File: src/rtl/compressor_if.sv
// -----------------------------------------------------------------------------
// compressor_if
// Handshake bundle between a word producer / line consumer and the compressor.
//   i_valid, i_word : upstream word, accepted when i_valid && o_ready
//   o_ready         : compressor can take a word this cycle
//   i_flush         : one-cycle request to emit the partial line, zero-padded
//   o_valid, o_data : packed output line, consumed when o_valid && i_ready
//   i_ready         : downstream accepts the line
//   o_last          : the line was produced by a flush
//   o_busy          : compressor holds unsent bits or a pending flush
// Modports: master = producer/consumer side, slave = compressor side.
// -----------------------------------------------------------------------------
interface compressor_if #(
  parameter int WIDTH          = 32,
  parameter int WIDTH_DATA_OUT = 128
);
  logic                      i_valid;
  logic [WIDTH-1:0]          i_word;
  logic                      o_ready;
  logic                      i_flush;
  logic                      o_valid;
  logic                      i_ready;
  logic [WIDTH_DATA_OUT-1:0] o_data;
  logic                      o_last;
  logic                      o_busy;

  modport master (
    output i_valid, i_word, i_flush, i_ready,
    input  o_ready, o_valid, o_data, o_last, o_busy
  );

  modport slave (
    input  i_valid, i_word, i_flush, i_ready,
    output o_ready, o_valid, o_data, o_last, o_busy
  );
endinterface

File: src/rtl/compressor.sv
// -----------------------------------------------------------------------------
// compressor
// Word-level dictionary compressor. Each accepted 32-bit word is matched against
// a 16-entry shift-FIFO dictionary and encoded as a 2..34-bit code, packed
// LSB-first into 128-bit output lines for the matching decompressor.
//   i_clk    : clock, rising edge
//   i_reset  : synchronous, active-high reset
//   bus      : compressor_if.slave (word input, line output, flush, status)
// -----------------------------------------------------------------------------
module compressor #(
  parameter int WIDTH          = 32,
  parameter int WORD           = 16,
  parameter int WIDTH_DATA_OUT = 128,
  parameter int LENGTH         = 6,
  parameter int FILL_WIDTH     = 8
) (
  input logic         i_clk,
  input logic         i_reset,
  compressor_if.slave bus
);
  localparam int CODE_W = WIDTH + 2;
  localparam int ACC_W  = WIDTH_DATA_OUT + CODE_W;
  localparam int IDX_W  = $clog2(WORD);
  localparam logic [FILL_WIDTH-1:0] LINE_BITS = FILL_WIDTH'(WIDTH_DATA_OUT);

  typedef enum logic [2:0] {
    K_ZZZZ,
    K_MMMM,
    K_ZZZX,
    K_MMMX,
    K_MMXX,
    K_XXXX
  } kind_t;

  logic [WIDTH-1:0]          r_dict [WORD];
  logic [ACC_W-1:0]          r_acc;
  logic [FILL_WIDTH-1:0]     r_fill;
  logic                      r_flush_pending;
  logic                      r_valid;
  logic                      r_last;
  logic [WIDTH_DATA_OUT-1:0] r_data;

  logic                      w_full_hit;
  logic                      w_hit24;
  logic                      w_hit16;
  logic [IDX_W-1:0]          w_full_idx;
  logic [IDX_W-1:0]          w_idx24;
  logic [IDX_W-1:0]          w_idx16;
  kind_t                     w_kind;
  logic [CODE_W-1:0]         w_code;
  logic [LENGTH-1:0]         w_len;
  logic                      w_push;

  logic                      w_ready;
  logic                      w_accept;
  logic                      w_out_free;
  logic                      w_pop;
  logic                      w_flush_done;
  logic                      w_flush_line;
  logic [ACC_W-1:0]          w_acc_base;
  logic [FILL_WIDTH-1:0]     w_fill_base;
  logic [ACC_W-1:0]          w_acc_next;
  logic [FILL_WIDTH-1:0]     w_fill_next;

  // Dictionary search on pre-push contents; first hit in index order wins.
  always_comb begin
    w_full_hit = 1'b0;
    w_hit24    = 1'b0;
    w_hit16    = 1'b0;
    w_full_idx = '0;
    w_idx24    = '0;
    w_idx16    = '0;
    for (int unsigned k = 0; k < WORD; k++) begin
      if (!w_full_hit && r_dict[k] == bus.i_word) begin
        w_full_hit = 1'b1;
        w_full_idx = IDX_W'(k);
      end
      if (!w_hit24 && r_dict[k][WIDTH-1:8] == bus.i_word[WIDTH-1:8]) begin
        w_hit24 = 1'b1;
        w_idx24 = IDX_W'(k);
      end
      if (!w_hit16 && r_dict[k][WIDTH-1:16] == bus.i_word[WIDTH-1:16]) begin
        w_hit16 = 1'b1;
        w_idx16 = IDX_W'(k);
      end
    end
  end

  // Code selection by priority; {backup, code} places the 2-bit code at [1:0].
  always_comb begin
    w_kind = K_XXXX;
    w_code = CODE_W'({bus.i_word, 2'b01});
    w_len  = LENGTH'(CODE_W);
    if (bus.i_word == '0) begin
      w_kind = K_ZZZZ;
      w_code = '0;
      w_len  = LENGTH'(2);
    end else if (w_full_hit) begin
      w_kind = K_MMMM;
      w_code = CODE_W'({w_full_idx, 2'b10});
      w_len  = LENGTH'(6);
    end else if (bus.i_word[WIDTH-1:8] == '0) begin
      w_kind = K_ZZZX;
      w_code = CODE_W'({bus.i_word[7:0], 2'b01, 2'b11});
      w_len  = LENGTH'(12);
    end else if (w_hit24) begin
      w_kind = K_MMMX;
      w_code = CODE_W'({bus.i_word[7:0], w_idx24, 2'b10, 2'b11});
      w_len  = LENGTH'(16);
    end else if (w_hit16) begin
      w_kind = K_MMXX;
      w_code = CODE_W'({bus.i_word[15:0], w_idx16, 2'b00, 2'b11});
      w_len  = LENGTH'(24);
    end
  end

  assign w_push = (w_kind == K_MMMX) || (w_kind == K_MMXX) || (w_kind == K_XXXX);

  assign w_ready      = (r_fill < LINE_BITS) && !r_flush_pending && !i_reset;
  assign w_accept     = bus.i_valid && w_ready;
  assign w_out_free   = !r_valid || bus.i_ready;
  assign w_pop        = (r_fill >= LINE_BITS) && w_out_free;
  // A pending flush blocks accepts, so it never coincides with an append.
  assign w_flush_done = r_flush_pending && (r_fill < LINE_BITS) && w_out_free;
  assign w_flush_line = w_flush_done && (r_fill != '0);

  // Pop is applied before append so a same-edge code lands after the remainder.
  always_comb begin
    w_acc_base  = w_pop ? (r_acc >> WIDTH_DATA_OUT) : r_acc;
    w_fill_base = w_pop ? (r_fill - LINE_BITS) : r_fill;
    w_acc_next  = w_acc_base;
    w_fill_next = w_fill_base;
    if (w_accept) begin
      w_acc_next  = w_acc_base | (ACC_W'(w_code) << w_fill_base);
      w_fill_next = w_fill_base + FILL_WIDTH'(w_len);
    end
  end

  always_ff @(posedge i_clk) begin
    if (i_reset) begin
      r_acc           <= '0;
      r_fill          <= '0;
      r_flush_pending <= 1'b0;
      r_valid         <= 1'b0;
      r_last          <= 1'b0;
      r_data          <= '0;
      for (int unsigned k = 0; k < WORD; k++) begin
        r_dict[k] <= '0;
      end
    end else begin
      r_acc           <= w_flush_done ? '0 : w_acc_next;
      r_fill          <= w_flush_done ? '0 : w_fill_next;
      r_flush_pending <= bus.i_flush || (r_flush_pending && !w_flush_done);

      // Bits above fill are always zero, so the flush line is already padded.
      if (w_pop || w_flush_line) begin
        r_valid <= 1'b1;
        r_data  <= r_acc[WIDTH_DATA_OUT-1:0];
        r_last  <= w_flush_line;
      end else if (bus.i_ready) begin
        r_valid <= 1'b0;
      end

      if (w_accept && w_push) begin
        r_dict[0] <= bus.i_word;
        for (int unsigned k = 1; k < WORD; k++) begin
          r_dict[k] <= r_dict[k-1];
        end
      end
    end
  end

  assign bus.o_ready = w_ready;
  assign bus.o_valid = r_valid;
  assign bus.o_data  = r_data;
  assign bus.o_last  = r_last;
  assign bus.o_busy  = (r_fill != '0) || r_flush_pending;
endmodule

File: src/flat_wrapper.sv
// flat-port wrapper written by rule: the top's interface ports become plain ports
module compressor_flat 
#(
  parameter int WIDTH          = 32,
  parameter int WORD           = 16,
  parameter int WIDTH_DATA_OUT = 128,
  parameter int LENGTH         = 6,
  parameter int FILL_WIDTH     = 8
)
  (i_clk, i_reset, bus_i_valid, bus_i_word, bus_i_flush, bus_i_ready, bus_o_ready, bus_o_valid, bus_o_data, bus_o_last, bus_o_busy);
  compressor_if #(.WIDTH(WIDTH), .WIDTH_DATA_OUT(WIDTH_DATA_OUT)) bus_i ();
  input logic i_clk;
  input logic i_reset;
  input wire logic [$bits(bus_i.i_valid)-1:0] bus_i_valid;
  input wire logic [$bits(bus_i.i_word)-1:0] bus_i_word;
  input wire logic [$bits(bus_i.i_flush)-1:0] bus_i_flush;
  input wire logic [$bits(bus_i.i_ready)-1:0] bus_i_ready;
  output wire logic [$bits(bus_i.o_ready)-1:0] bus_o_ready;
  output wire logic [$bits(bus_i.o_valid)-1:0] bus_o_valid;
  output wire logic [$bits(bus_i.o_data)-1:0] bus_o_data;
  output wire logic [$bits(bus_i.o_last)-1:0] bus_o_last;
  output wire logic [$bits(bus_i.o_busy)-1:0] bus_o_busy;
  assign bus_i.i_valid = bus_i_valid;
  assign bus_i.i_word = bus_i_word;
  assign bus_i.i_flush = bus_i_flush;
  assign bus_i.i_ready = bus_i_ready;
  assign bus_o_ready = bus_i.o_ready;
  assign bus_o_valid = bus_i.o_valid;
  assign bus_o_data = bus_i.o_data;
  assign bus_o_last = bus_i.o_last;
  assign bus_o_busy = bus_i.o_busy;
  compressor #(.WIDTH(WIDTH), .WORD(WORD), .WIDTH_DATA_OUT(WIDTH_DATA_OUT), .LENGTH(LENGTH), .FILL_WIDTH(FILL_WIDTH)) u_core (.i_clk(i_clk), .i_reset(i_reset), .bus(bus_i));
endmodule
File: config.mk
export PLATFORM = sky130hd
export DESIGN_NAME = compressor_flat
export DESIGN_NICKNAME = d
export VERILOG_FILES = /design/src/rtl/compressor_if.sv /design/src/rtl/compressor.sv /design/src/flat_wrapper.sv
export SDC_FILE = /design/constraint.sdc
export NUM_CORES = 2
export LEC_CHECK = 0
export ABC_AREA = 1
export BUFFER_PORTS_ARGS = -buffer_cell sky130_fd_sc_hd__buf_4
export CELL_PAD_IN_SITES_DETAIL_PLACEMENT = 2
export CELL_PAD_IN_SITES_GLOBAL_PLACEMENT = 2
export CORE_ASPECT_RATIO = 0.6
export CORE_MARGIN = 1.5
export CORE_UTILIZATION = 30
export CTS_CLUSTER_SIZE = 12
export DETAILED_ROUTE_END_ITERATION = 7
export PLACE_DENSITY = 0.67
export SYNTH_ARGS = -nofsm -noshare
export SYNTH_HDL_FRONTEND = slang
export SYNTH_SLANG_ARGS = --single-unit
File: constraint.sdc
create_clock -name i_clk -period 23.6 [get_ports i_clk]
set_input_delay 1.18 -clock i_clk [delete_from_list [all_inputs] [get_ports i_clk]]
set_output_delay 1.18 -clock i_clk [all_outputs]
set_load 0.02 [all_outputs]
==> results_dict.tcl <==
set metrics [dict create \
    switching_power_w 0.001042 \
    power.share.clock_pct 39.6 \
    antenna_left 0 \
    peakVddDrop_v 0.00004697 \
    grt_max_degree 162 \
    async_flop_share_pct 0 \
    drtIter0Drc 3240 \
    final_nets 5118 \
    grt_use_total_pct 22.77 \
    initial_core_util_pct 30.18 \
    pwr-share-comb_pct 13.6 \
    clock_latency_ns 0.70 \
    holdBufCountCts 0 \
    worst_setup_path_end_kind "flop" \
    die_w_um 481.4 \
    ys_warn_count 0 \
    seq_area_frac_synth_pct 51.91 \
    crit_path_frequent_cell "nand2_1" \
    drive_above_1_share_pct 8.948 \
    dp.cells 6804 \
    drt_first_pass_iters 5 \
    crit_start "bus_i_word[20]" \
    p_total_w 0.003568 \
    overflow 0 \
    grt_pass1_wl_mm 239.0 \
    rsz0062_at_grt "no" \
    place_area_mm2 0.04359 \
    htree_levels 3 \
    cp_max_fo 87 \
    syn_inst 5085 \
    min_from "u_core.r_acc[160]$_SDFF_PP0_" \
    yosysUniqueCellTypes 50 \
    die_h_um 290.0 \
    status "completed" \
    area_growth_pct 12.64 \
    fin_tns_setup_ns 0 \
    clockBufferDepth 3 \
    cts.sinks 812 \
    pwr_density_cell_mw_per_mm2 76.90 \
    finClkSkew_ns 0.04080 \
    post_drt_wl_per_cell_um 23.27 \
    cts.clk_slew.worst_paths_ns 0.06 \
    slew_viol_final 0 \
    syn_area_mm2 0.04119 \
    crit_path_max_incr_delay_ns 0.91 \
    cts_setup_buffers 0 \
    p_seq_share_pct 46.8 \
    fin_crit_ns 6.960 \
    place_congestion 0.8825 \
    cts_buffers 88 \
    setup_viol 0 \
    critPathSlowestCell "buf_4" \
    cts_tree "done" \
    leakage_nw 19.47 \
    hold_viol_final 0 \
    synth_flop_cell "edfxtp_1" \
    row_count 105 \
    worstMarginPinSlew_ns 1.136 \
    cts_resized 0 \
    routed_wl_mm 162.0 \
    ys_seq_elements 812 \
    rrSetupSlack_ns 17.11 \
    synth.net_count 5128 \
    clock-root-buffer "clkbuf_16" \
    drc 0 \
    slew_headroom_pct 24.28 \
    crit_chain "buf_4, inv_4, nand2_1, nand2_1, nor2_1, nand2_1, nor2_1, nand2_1, nor2_1, nand2_1, nand2_1, nor2_4, nand4_1, nor2_2, nand4_2, nor2_4, nand2_1, nor2_2, nand2_4, nand2_4, buf_4, buf_4" \
    arrival_ns 7.26 \
    max_freq_mhz 143.7 \
    vias 35362 \
    grt_pass1_vias 35640 \
    final_cell_count_no_fill 6963 \
    startpoint_type "input pin" \
    synth_edf_count 512 \
    n_fill_cell 15432 \
    fin_area_mm2 0.04640 \
    path_class "input pin to flop" \
    die_area_mm2 0.1396 \
    p_int_w 0.002526 \
    maxCapViolCount 0 \
    numPortBuffers 168 \
    vias_per_cell 5.079 \
    dp_hpwl_mm 116.2 \
    io_pins 169 \
    r2r-start "u_core.r_dict[3][23]$_SDFFCE_PN0P_" \
    finalCritPeriodShare_pct 29.49 \
    syn_avg_cell_area_um2 8.100 \
    switching_share_pct 29.21 \
    core_area_mm2 0.1365 \
    required_ns 23.90 \
    holdCritPathClass "flop to flop" \
    antenna_found_initial 7 \
]
[cells by family (layout without fill, tap and decap cells)]
group	after synthesis	count (layout)	synth area share [%]
AND/OR/NAND/NOR	2642	2642	27.28
buffers and inverters	916	972	9.314
flip-flops	812	812	51.91
AO/OA/AOI/OAI	483	483	6.492
XOR/XNOR	226	226	4.806
adder cells (fa/ha/maj)	6	6	0.2005
other	0	3	0
[flip-flops by register name, indices dropped and copies added, names as in the netlist]
signal	flops
u_core.r_flush_pending	1
u_core.r_dict	512
u_core.r_fill	7
u_core.bus.o_last	1
u_core.r_acc	162
u_core.bus.o_data	128
u_core.bus.o_valid	1
[layer usage]
metal,wire (µm),GRT usage [%]
met2,64300,30.79
met3,9691,3.931
met1,85620,37.06
met5,0,0
met4,2415,4.014
[through the flow]
stage          setup WS (ns)  utilization (%)  hold slack [ns]
2_1_floorplan          8.151                -           0.4215
3_3_place_gp           16.08            31.93           0.4393
3_5_place_dp           15.89            31.93           0.4407
4_1_cts                16.62            33.99           0.4574
5_1_grt                16.11            33.99           0.4671
6_report               16.64            33.99           0.4526
[worst max-delay path: cells and delay by family]
kind	cells	cell delay, ns
buf+inv	4	2.15
simple gates	18	3.68
[placed cells by master, fill, tap and decap left out, types with 11 or more instances in the layout]
cell       Yosys  routed
nor4_1        40      36
nor2_1       882     880
o21ai_1       13      13
edfxtp_1     512     512
inv_1        575     574
nor3_1        22      22
a22oi_1       12      12
clkinv_2       5      20
o21ai_0      176     176
nor2_2        11      11
nand2_1     1158    1155
a31oi_1       25      25
buf_4         24     207
inv_2         21      19
clkbuf_1     138      22
xor2_1       125     125
xnor2_1      101     101
clkbuf_16      0      92
o21ai_2       14      14
a21oi_1      209     209
nand3_1      275     275
nand3_2       21      21
nand4_1      207     207
dfxtp_1      300     298
[layout make-up]
cell class | count | area [µm²] | area share (%)
antenna | 3 | 7.507 | 0.01618
sequential | 812 | 21380 | 46.09
inverter | 607 | 2307 | 4.973
clock inverter | 29 | 265.3 | 0.5717
clock buffer | 127 | 2537 | 5.469
tap | 1819 | 2276 | 4.905
multi-input combinational | 3357 | 16040 | 34.56
timing repair buffer | 209 | 1585 | 3.417
[power by group through the flow]
stage	sequential (W)	combinational, W	clock, W
2_1_floorplan	0.00174	0.000279	0
3_3_place_gp	0.00170	0.000473	0
3_5_place_dp	0.00170	0.000484	0
4_1_cts	0.00167	0.000488	0.00144
5_1_grt	0.00168	0.000532	0.00149
6_report	0.00167	0.000485	0.00141
[Yosys cell counts, types with 4 or more instances]
cell | count | share of area, %
buf_2 | 99 | 1.2
nand2_1 | 1158 | 11
nand3_1 | 275 | 3.3
xor2_1 | 125 | 2.7
xnor2_1 | 101 | 2.1
a31oi_1 | 25 | 0.38
nor2_2 | 11 | 0.17
o221ai_1 | 4 | 0.085
inv_1 | 575 | 5.2
or2_2 | 4 | 0.061
buf_6 | 22 | 0.60
nor3_1 | 22 | 0.27
nand3_2 | 21 | 0.51
nor4_1 | 40 | 0.61
a21oi_2 | 5 | 0.11
a21oi_1 | 209 | 2.5
nand2_2 | 6 | 0.091
o211ai_2 | 8 | 0.24
o21ai_1 | 13 | 0.16
a211oi_1 | 4 | 0.073
o21ai_2 | 14 | 0.30
dfxtp_1 | 300 | 15
clkinv_2 | 5 | 0.061
nor2_1 | 882 | 8.0
o21ai_0 | 176 | 2.1
buf_1 | 26 | 0.24
nand4_1 | 207 | 3.1
o211ai_1 | 8 | 0.15
inv_2 | 21 | 0.19
a22oi_1 | 12 | 0.22
clkbuf_1 | 138 | 1.3
edfxtp_1 | 512 | 37
ha_1 | 5 | 0.15
buf_4 | 24 | 0.44
[path summary, 6_finish.rpt]
path                                         end  cells after the start
max reg2reg  u_core.r_dict[11][22]$_SDFFCE_PP0P_                     21
min                 u_core.r_acc[160]$_SDFF_PP0_                      2
max          u_core.r_dict[11][22]$_SDFFCE_PP0P_                     22
min reg2reg         u_core.r_acc[160]$_SDFF_PP0_                      2
Power figures use the tool's default switching activity.
